[src/rtl/safe_pkg.sv]
// Shared types and helpers for the combination-safe controller.
package safe_pkg;

    typedef enum logic [2:0] {
        LOCKED  = 3'd0,
        CHECK   = 3'd1,
        OPEN    = 3'd2,
        PROGRAM = 3'd3,
        LOCKOUT = 3'd4
    } state_t;

    localparam int unsigned IDX_W      = 3;
    localparam int unsigned MAX_VAL_W  = 16;
    localparam int unsigned MAX_CODE_W = 128;

    // Digit 0 occupies the most significant slice of the flat code vector.
    function automatic logic [MAX_VAL_W-1:0] get_digit(
        input logic [MAX_CODE_W-1:0] code,
        input int unsigned           idx,
        input int unsigned           digits,
        input int unsigned           val_w
    );
        logic [MAX_CODE_W-1:0] sh;
        sh = code >> ((digits - 1 - idx) * val_w);
        return sh[MAX_VAL_W-1:0] & MAX_VAL_W'((32'd1 << val_w) - 32'd1);
    endfunction

endpackage

[src/rtl/quad_step.sv]
// Quadrature encoder front end: synchronises a/b and emits one-cycle step pulses.
module quad_step (
    input  logic clk,
    input  logic reset,
    input  logic a,
    input  logic b,
    output logic inc,
    output logic dec
);

    logic a_s1, a_s2, a_prev;
    logic b_s1, b_s2;

    always_ff @(posedge clk or negedge reset) begin
        if (!reset) begin
            a_s1   <= 1'b0;
            a_s2   <= 1'b0;
            a_prev <= 1'b0;
            b_s1   <= 1'b0;
            b_s2   <= 1'b0;
        end else begin
            a_s1   <= a;
            a_s2   <= a_s1;
            a_prev <= a_s2;
            b_s1   <= b;
            b_s2   <= b_s1;
        end
    end

    // Direction is taken from b at the moment a rises.
    assign inc = a_s2 & ~a_prev & ~b_s2;
    assign dec = a_s2 & ~a_prev &  b_s2;

endmodule

[src/rtl/safe_lock_ctrl.sv]
// Combination-safe controller: dial entry, code check, lockout, auto-relock, code change.
module safe_lock_ctrl
    import safe_pkg::*;
#(
    parameter int unsigned DIGITS        = 3,
    parameter int unsigned DIGIT_MAX     = 39,
    parameter int unsigned VAL_W         = 6,
    parameter int unsigned MAX_FAIL      = 3,
    parameter int unsigned LOCKOUT_TICKS = 30000,
    parameter int unsigned OPEN_TIMEOUT  = 10000,
    parameter int unsigned div           = 1,
    parameter logic [DIGITS*VAL_W-1:0] DEFAULT_CODE = {6'd5, 6'd12, 6'd30}
) (
    input  logic             clk,
    input  logic             reset,
    input  logic             a,
    input  logic             b,
    input  logic             lock,
    input  logic             open,
    input  logic             doorCls,
    input  logic             set_code,
    output logic             actuateLock,
    output logic             openCls,
    output logic [2:0]       state,
    output logic [IDX_W-1:0] digit_idx,
    output logic [VAL_W-1:0] cur_val,
    output logic [2:0]       fail_cnt,
    output logic             lockout
);

    localparam int unsigned CODE_W = DIGITS * VAL_W;
    localparam int unsigned T_MAX  = (OPEN_TIMEOUT > LOCKOUT_TICKS) ? OPEN_TIMEOUT : LOCKOUT_TICKS;
    localparam int unsigned TMR_W  = $clog2(T_MAX + 1);
    localparam int unsigned DIV_W  = (div > 1) ? $clog2(div) : 1;

    state_t              fsm;
    logic [CODE_W-1:0]   code;
    logic [CODE_W-1:0]   entry;
    logic [CODE_W-1:0]   new_code;
    logic [TMR_W-1:0]    timer;
    logic [DIV_W-1:0]    pre;
    logic                tick;
    logic                match;
    logic                last_digit;

    // Button order in the vectors: {lock, open, set_code}.
    logic [2:0] btn_s1, btn_s2, btn_prev;
    logic       door_s1, door_s2;
    logic       lock_rise, open_rise, set_rise;
    logic       step_inc, step_dec;

    always_ff @(posedge clk or negedge reset) begin
        if (!reset) begin
            btn_s1   <= '0;
            btn_s2   <= '0;
            btn_prev <= '0;
            door_s1  <= 1'b0;
            door_s2  <= 1'b0;
        end else begin
            btn_s1   <= {lock, open, set_code};
            btn_s2   <= btn_s1;
            btn_prev <= btn_s2;
            door_s1  <= doorCls;
            door_s2  <= door_s1;
        end
    end

    assign lock_rise = btn_s2[2] & ~btn_prev[2];
    assign open_rise = btn_s2[1] & ~btn_prev[1];
    assign set_rise  = btn_s2[0] & ~btn_prev[0];

    quad_step u_quad (
        .clk   (clk),
        .reset (reset),
        .a     (a),
        .b     (b),
        .inc   (step_inc),
        .dec   (step_dec)
    );

    always_ff @(posedge clk or negedge reset) begin
        if (!reset)
            pre <= '0;
        else if (tick)
            pre <= '0;
        else
            pre <= pre + DIV_W'(1);
    end

    assign tick = (pre == DIV_W'(div - 1));

    always_comb begin
        match    = 1'b1;
        new_code = entry;
        for (int unsigned i = 0; i < DIGITS; i++) begin
            if (get_digit(MAX_CODE_W'(entry), i, DIGITS, VAL_W) !=
                get_digit(MAX_CODE_W'(code),  i, DIGITS, VAL_W))
                match = 1'b0;
            if (digit_idx == IDX_W'(i))
                new_code[(DIGITS - 1 - i) * VAL_W +: VAL_W] = cur_val;
        end
    end

    assign last_digit = (digit_idx == IDX_W'(DIGITS - 1));
    assign state      = fsm;

    always_ff @(posedge clk or negedge reset) begin
        if (!reset) begin
            fsm         <= LOCKED;
            code        <= DEFAULT_CODE;
            entry       <= '0;
            timer       <= '0;
            digit_idx   <= '0;
            cur_val     <= '0;
            fail_cnt    <= '0;
            actuateLock <= 1'b1;
            openCls     <= 1'b0;
            lockout     <= 1'b0;
        end else begin
            case (fsm)
                LOCKED, PROGRAM: begin
                    timer <= '0;
                    if (lock_rise) begin
                        digit_idx <= '0;
                        cur_val   <= '0;
                        if (fsm == PROGRAM)
                            fsm <= OPEN;
                    end else if (open_rise) begin
                        // A same-cycle encoder step is dropped: the commit clears cur_val.
                        entry   <= new_code;
                        cur_val <= '0;
                        if (last_digit) begin
                            digit_idx <= '0;
                            if (fsm == LOCKED) begin
                                fsm <= CHECK;
                            end else begin
                                code <= new_code;
                                fsm  <= OPEN;
                            end
                        end else begin
                            digit_idx <= digit_idx + IDX_W'(1);
                        end
                    end else if (step_inc) begin
                        cur_val <= (cur_val == VAL_W'(DIGIT_MAX)) ? '0 : cur_val + VAL_W'(1);
                    end else if (step_dec) begin
                        cur_val <= (cur_val == '0) ? VAL_W'(DIGIT_MAX) : cur_val - VAL_W'(1);
                    end
                end

                CHECK: begin
                    timer <= '0;
                    if (match) begin
                        fsm         <= OPEN;
                        fail_cnt    <= '0;
                        actuateLock <= 1'b0;
                        openCls     <= 1'b1;
                    end else begin
                        fail_cnt <= fail_cnt + 3'd1;
                        if ((fail_cnt + 3'd1) == 3'(MAX_FAIL)) begin
                            fsm     <= LOCKOUT;
                            lockout <= 1'b1;
                        end else begin
                            fsm <= LOCKED;
                        end
                    end
                end

                OPEN: begin
                    // A bolt cannot be thrown into an open door, so lock only counts when closed.
                    if (lock_rise && door_s2) begin
                        fsm         <= LOCKED;
                        timer       <= '0;
                        actuateLock <= 1'b1;
                        openCls     <= 1'b0;
                    end else if (set_rise) begin
                        fsm       <= PROGRAM;
                        timer     <= '0;
                        digit_idx <= '0;
                        cur_val   <= '0;
                    end else if (!door_s2) begin
                        timer <= '0;
                    end else if (tick) begin
                        if (timer == TMR_W'(OPEN_TIMEOUT - 1)) begin
                            fsm         <= LOCKED;
                            timer       <= '0;
                            actuateLock <= 1'b1;
                            openCls     <= 1'b0;
                        end else begin
                            timer <= timer + TMR_W'(1);
                        end
                    end
                end

                LOCKOUT: begin
                    if (tick) begin
                        if (timer == TMR_W'(LOCKOUT_TICKS - 1)) begin
                            fsm      <= LOCKED;
                            timer    <= '0;
                            fail_cnt <= '0;
                            lockout  <= 1'b0;
                        end else begin
                            timer <= timer + TMR_W'(1);
                        end
                    end
                end

                default: begin
                    fsm         <= LOCKED;
                    timer       <= '0;
                    actuateLock <= 1'b1;
                    openCls     <= 1'b0;
                    lockout     <= 1'b0;
                end
            endcase
        end
    end

endmodule

[config.mk]
export PLATFORM = sky130hd
export DESIGN_NAME = safe_lock_ctrl
export DESIGN_NICKNAME = d
export VERILOG_FILES = /design/src/rtl/safe_pkg.sv /design/src/rtl/quad_step.sv /design/src/rtl/safe_lock_ctrl.sv
export SDC_FILE = /design/constraint.sdc
export NUM_CORES = 1
export LEC_CHECK = 0
export CORE_MARGIN = 3
export CORE_UTILIZATION = 45
export DETAILED_ROUTE_END_ITERATION = 16
export PLACE_DENSITY = 0.61
export SKIP_LAST_GASP = 1
export SLEW_MARGIN = 5
export SYNTH_ARGS = -nofsm -noshare
export SYNTH_HDL_FRONTEND = slang
export SYNTH_SLANG_ARGS = --single-unit
[constraint.sdc]
create_clock -name clk -period 4.2 [get_ports clk]
set_input_delay 0.84 -clock clk [delete_from_list [all_inputs] [get_ports clk]]
set_output_delay 0.84 -clock clk [all_outputs]
set_load 0.02 [all_outputs]
==> results of run 1 <==
-- final cells by class --
| class | instances | area [µm²] |
|---|---|---|
| timing repair buffer | 27 | 263 |
| tap | 108 | 135 |
| inverter | 10 | 37.5 |
| clock inverter | 7 | 80.1 |
| clock buffer | 9 | 124 |
| fill | 836 | 4170 |
| sequential | 85 | 2140 |
| multi-input combinational | 286 | 1860 |
-- cell usage after synthesis (all sizes together) (5+ instances only) --
| cell | count | area [µm²] |
|---|---|---|
| dfrtp | 76 | 1900 |
| nor2 | 37 | 139 |
| inv | 10 | 37.5 |
| nor3 | 8 | 45.0 |
| a21oi | 19 | 95.1 |
| mux2 | 13 | 150 |
| xor2 | 22 | 193 |
| nand2 | 34 | 130 |
| nand3 | 16 | 85.1 |
| mux2i | 13 | 130 |
| dfstp | 9 | 236 |
| o21ai | 37 | 185 |
| nor4 | 7 | 50.1 |
| clkbuf | 12 | 55.1 |
| ha | 5 | 62.6 |
| o31ai | 6 | 45.0 |
| xnor2 | 11 | 96.3 |
| nor2b | 8 | 50.1 |
-- metrics by stage --
step / total power [W] / cells / hold slack [ns] / util, %
2_1_floorplan: 0.00205 / 396 / 0.331 / -
4_1_cts: 0.00303 / 532 / 0.356 / 52.6
3_5_place_dp: 0.00241 / 516 / 0.335 / 50.3
6_report: 0.00299 / 532 / 0.354 / 52.6
3_3_place_gp: 0.00239 / 516 / 0.334 / 50.3
5_1_grt: 0.00323 / 532 / 0.363 / 52.6
-- layer usage --
metal  vias up  track usage [%]  share of wire [%]
met5         -                0                  0
met4         0             3.99               0.59
met3         5             4.55                4.0
met2        52             26.3                 45
met1      1425             25.1                 50
li1       1432                -                  -
-- power by group --
part,internal [W],switching [W],total (W)
Clock,0.000282,0.000313,0.000595
Sequential,0.00103,0.000242,0.00127
Combinational,0.000510,0.000617,0.00113
-- logic make-up (layout without fill, tap and decap cells) --
group                    Yosys count  in the layout
AND/OR/NAND/NOR                  146            146
AO/OA/AOI/OAI                     76             76
adder cells (fa/ha/maj)            5              5
buffers and inverters             25             53
XOR/XNOR                          33             33
multiplexers                      26             26
flip-flops                        85             85
-- state kept, by name, summed over array words and instances, names as in the netlist, 3 cells and up --
signal and cells:
entry 18, cur_val 6, timer 15, state 3
fail_cnt 3, btn_s2 3, btn_s1 3, code 18
digit_idx 3, btn_prev 3
-- worst paths after layout --
path	start	endpoint	slack (ns)	cells after the start
max in group asynchronous	reset	state[1]	2.85	1
hold reg to reg	u_quad.a_s1	u_quad.a_s2	0.35	0
min in group asynchronous	reset	btn_s1[2]	0.65	1
setup / recovery	cur_val[2]	cur_val[2]	1.64	1
hold / removal	u_quad.a_s1	u_quad.a_s2	0.35	0
setup reg to reg	state[0]	code[0]	1.84	4
==> impl_metrics.toml, run 1 <==
[timing]
hold_viol = 0
fin_crit_ns = 2.56
clock_skew_ns = 0.00787
setup_tns_ns = 0
final_max_slew_viol_count = 0
max_freq_mhz = 390
relSlewSlack_pct = 21.2
setup_viol = 0
rsz0062_at_grt = "false"
fin_crit_sh_pct = 61.0
finalWorstSetupSlack_ns = 1.64
worst_pin_slew_ns = 1.18

[clocking]
post_cts_buffers = 0
htree_levels = 3
cts_made_buffers = 9
post_cts_resized = 0
cts.clk_slew.worst_paths_ns = 0.09
clk_latency_ns = 0.35
tritoncts = "yes"
clock_path_buffers = 2
postCtsHoldBufs = 0
root_buffer = "clkbuf_8"
clock_sinks = 85

[detailed_routing]
vias = 2914
drt-total-wl_um = 8200
drc = 0
firstDrtPassIters = 4
ant_nets = 0
drtIter0Drc = 113
via_per_inst = 5.48
routedWlPerCell_um = 15.4

[synth]
synth_edf_count = 0
muxShareOfSynthArea_pct = 6.83
syn_inst = 396
synth_xor_area_share_pct = 7.04
synth_cell_type_count = 59
ys_warn_count = 0
synthAdderAreaFrac_pct = 1.52
synth_seq_cells = 85
dominantRegCellSynth = "dfrtp_1"
synth_top_family_by_area = "simple AND/OR/NAND/NOR gates"
mappedNetlistArea_mm2 = 0.00411
synthArstFlopShare_pct = 100
synth_fp_nets = 409
synth_compound_area_share_pct = 10.9
synthSimpleGateAreaFrac_pct = 18.9
syn_area_per_cell_um2 = 10.4
ys_seq_area_share_pct = 52.1

[setup_path]
crit_type = "reg2out"
cp.required_ns = 3.36
cpLargestDelayFamily = "buffers and inverters"
cp-end-kind = "primary output"
cp_cell_sequence = "clkdlybuf4s50_1"
critPathLaunchType = "register"
cp_slowest_stage_delay_ns = 0.70
worstPathArrival_ns = 1.72
worst_path_max_delay_cell = "clkdlybuf4s50_1"
crit_fanout = 14
crit_buf_inv = 1

[die]
die_h_um = 102
initial_core_util_pct = 46.6
core_area_mm2 = 0.00881
ios = 26
die_area_mm2 = 0.0103
row_count = 34
die_w_um = 102

[cells_and_area]
drive_gt1_share_pct = 13.9
syn_to_final_growth_pct = 12.9
fin_nets = 432
layout_common_cells = "dfrtp_1 (76), nor2_1 (36), o21ai_0 (36)"
num_antenna_cells = 0
fin_area_mm2 = 0.00464
layout_commonest_cell = "dfrtp_1"

[grt]
grt.total_usage_pct = 17.4
grt_pass1_wl_um = 14100
overflow = 0
grt_antenna_before_repair = 0
grt_max_degree = 86
grt_pass1_vias = 2796

[placement]
gp_congestion = 0.769
hpwlAfterDp_um = 5600
io_buffers = 25
dpl_worst_slack_ns = 1.86
dpl_cell_area_mm2 = 0.00443

[pwr]
vdd_ir_drop_max_uv = 315
p_leak_nw = 2.03
power.density_mw_per_mm2 = 646

[min_path]
min_path_type = "reg2reg"

[run]
cap_violations = 0

[outcome]
status = "finished, final reports clean"
Power figures use the tool's default switching activity.
==> inputs of run 2 (changes only) <==
--- a/config.mk
+++ b/config.mk
@@ -8,7 +8,7 @@
 export CORE_MARGIN = 3
 export CORE_UTILIZATION = 45
 export DETAILED_ROUTE_END_ITERATION = 16
-export PLACE_DENSITY = 0.61
+export PLACE_DENSITY = 0.64
 export SKIP_LAST_GASP = 1
 export SLEW_MARGIN = 5
 export SYNTH_ARGS = -nofsm -noshare
==> constraint.sdc (replaced) <==
create_clock -name clk -period 2.1 [get_ports clk]
set_input_delay 0.42 -clock clk [delete_from_list [all_inputs] [get_ports clk]]
set_output_delay 0.42 -clock clk [all_outputs]
set_load 0.02 [all_outputs]
==> run 2 against run 1 <==
Wire length rose by 4.9%. Worst hold slack barely moved. Die area did not move. Final cell count rose by 6.0%. Via count rose by 5.0%. Clock power rose by 130%. Combinational power rose by 140%. Utilization rose by 4.0 points. Global-route usage rose by 0.69 points. Sequential power rose by 91%. Sequential share of layout area fell by 3.2 points. Critical path type is now reg2reg. Largest cell class unchanged. Highest routed layer unchanged.
==> impl_metrics.toml, run 2 (synthesis gave the netlist of run 1 again) <==
[setup_path]
reg2reg_setup_slack_ns = 0.04
worstSetupPathDepth = 5
worstPathArrival_ns = 2.30
r2r-start = "timer[14]"
cp_slowest_stage_delay_ns = 0.56
crit_type = "reg2reg"
cp.required_ns = 2.34
cpLargestDelayFamily = "simple AND/OR/NAND/NOR gates"
critPathLaunch = "timer[14]"
worst_path_max_delay_cell = "or4_4"
cp_cell_sequence = "or4b_1 > or4_4 > nand2_4 > nand3_4 > mux2_4"
reg2reg_depth = 5
critPathLaunchType = "register"
timing.rr.end = "state[0]"
crit_buf_inv = 0
crit_fanout = 3
critPathCapture = "state[0]"
cp-end-kind = "register"

[die]
core_area_mm2 = 0.00881
die_area_mm2 = 0.0103
die_h_um = 102
row_count = 34
ios = 26
initial_core_util_pct = 46.6
die_w_um = 102

[grt]
overflow = 0
grt_max_degree = 39
grt_pass1_wl_um = 14500
grt_pass1_vias = 3039
grt.total_usage_pct = 18.1
grt_antenna_before_repair = 0

[timing]
hold_viol = 0
worst_pin_slew_ns = 0.499
fin_crit_sh_pct = 98.0
max_freq_mhz = 486
rsz0062_at_grt = "true"
relSlewSlack_pct = 66.4
setup_viol = 0
setup_tns_ns = 0
clock_skew_ns = 0.0123
final_max_slew_viol_count = 0
fin_crit_ns = 2.06

[clocking]
clock_sinks = 85
root_buffer = "clkbuf_8"
htree_levels = 3
cts.clk_slew.worst_paths_ns = 0.09
cts_made_buffers = 9
clock_path_buffers = 2
tritoncts = "yes"
clk_latency_ns = 0.35

[placement]
dpl_cell_area_mm2 = 0.00468
dp_cells = 546
io_buffers = 25
hpwlAfterDp_um = 6140
gp_congestion = 0.819

[min_path]
min_path_type = "reg2reg"

[cells_and_area]
fillers = 778
num_antenna_cells = 0
syn_to_final_growth_pct = 21.5
layout_commonest_cell = "dfrtp_1"
fin_nets = 464
top_regs = "code x18, entry x18, timer x15"
layout_common_cells = "dfrtp_1 (75), nor2_1 (36), o21ai_0 (36)"
multi_input_area_mm2 = 0.00190
drive_gt1_share_pct = 20.6
regArea_mm2 = 0.00214
final_cells = 564
fin_area_mm2 = 0.00499

[detailed_routing]
drtIter0Drc = 153
firstDrtPassIters = 4
ant_nets = 0
routedWlPerCell_um = 15.3
vias = 3060
via_per_inst = 5.43
drc = 0
drt-total-wl_um = 8610

[run]
cap_violations = 0

[pwr]
vdd_ir_drop_max_uv = 518
power.density_mw_per_mm2 = 1310
p_leak_nw = 2.23

[outcome]
status = "finished, final reports clean"
[run 2: cell count changes in the layout (fill, tap and decap cells not counted), moves of 2 or more]
cell,before,now
clkbuf_8,9,12
buf_12,0,2
inv_6,3,1
buf_4,3,32
clkinvlp_4,2,0
[run 2: how the worst min path moves through the flow]
stage | slack [ns] | start | depth (start not counted) | endpoint
2_1_floorplan | 0.12 | reset | 0 | btn_prev[0]
3_3_place_gp | 0.33 | u_quad.b_s1 | 0 | u_quad.b_s2
3_5_place_dp | 0.33 | u_quad.b_s1 | 0 | u_quad.b_s2
4_1_cts | 0.35 | u_quad.b_s1 | 0 | u_quad.b_s2
5_1_grt | 0.37 | door_s1 | 0 | door_s2
6_report | 0.35 | u_quad.b_s1 | 0 | u_quad.b_s2
[run 2: layout make-up]
cell class / instances / area share [%]
Clock buffer: 12 / 3.31
Clock inverter: 4 / 1.56
Inverter: 10 / 0.752
Multi-Input combinational cell: 286 / 38.1
Sequential cell: 85 / 42.9
Tap cell: 108 / 2.71
Timing Repair Buffer: 59 / 10.6
[run 2: what timing repair did]
action | 4_1_cts | 5_1_grt
resized for setup | 2 | 7
pin swaps | 0 | 3
hold buffers | 1 | 0
cloned | 0 | 0
endpoints found under the hold margin | 20 | 0
setup buffers | 0 | 1
setup endpoints to repair | 8 | 11
[run 2: layer usage]
layer  vias to the layer above  global-route usage [%]  wire [µm]
li1                       1500                       -          -
met1                      1514                    25.4       4240
met2                        36                    28.3       4070
met3                        10                    2.75        191
met4                         0                    6.85        104
met5                         -                       0          0
[run 2: report_power, final]
group          switching (W)  internal [W]  total (W)
registers           0.000354       0.00206    0.00242
logic                0.00145       0.00127    0.00272
clock network       0.000595      0.000775    0.00137
[run 2: per-stage QoR]
step	total power, W	hold slack, ns	utilization (%)	worst slack (ns)
after floorplan	0.00410	0.124	-	0.00574
after global placement	0.00504	0.333	53.2	0.0454
after detailed placement	0.00509	0.335	53.2	-0.00927
after CTS	0.00651	0.355	56.2	0.00921
after global routing	0.00696	0.369	56.6	-0.0220
final	0.00651	0.354	56.6	0.0418
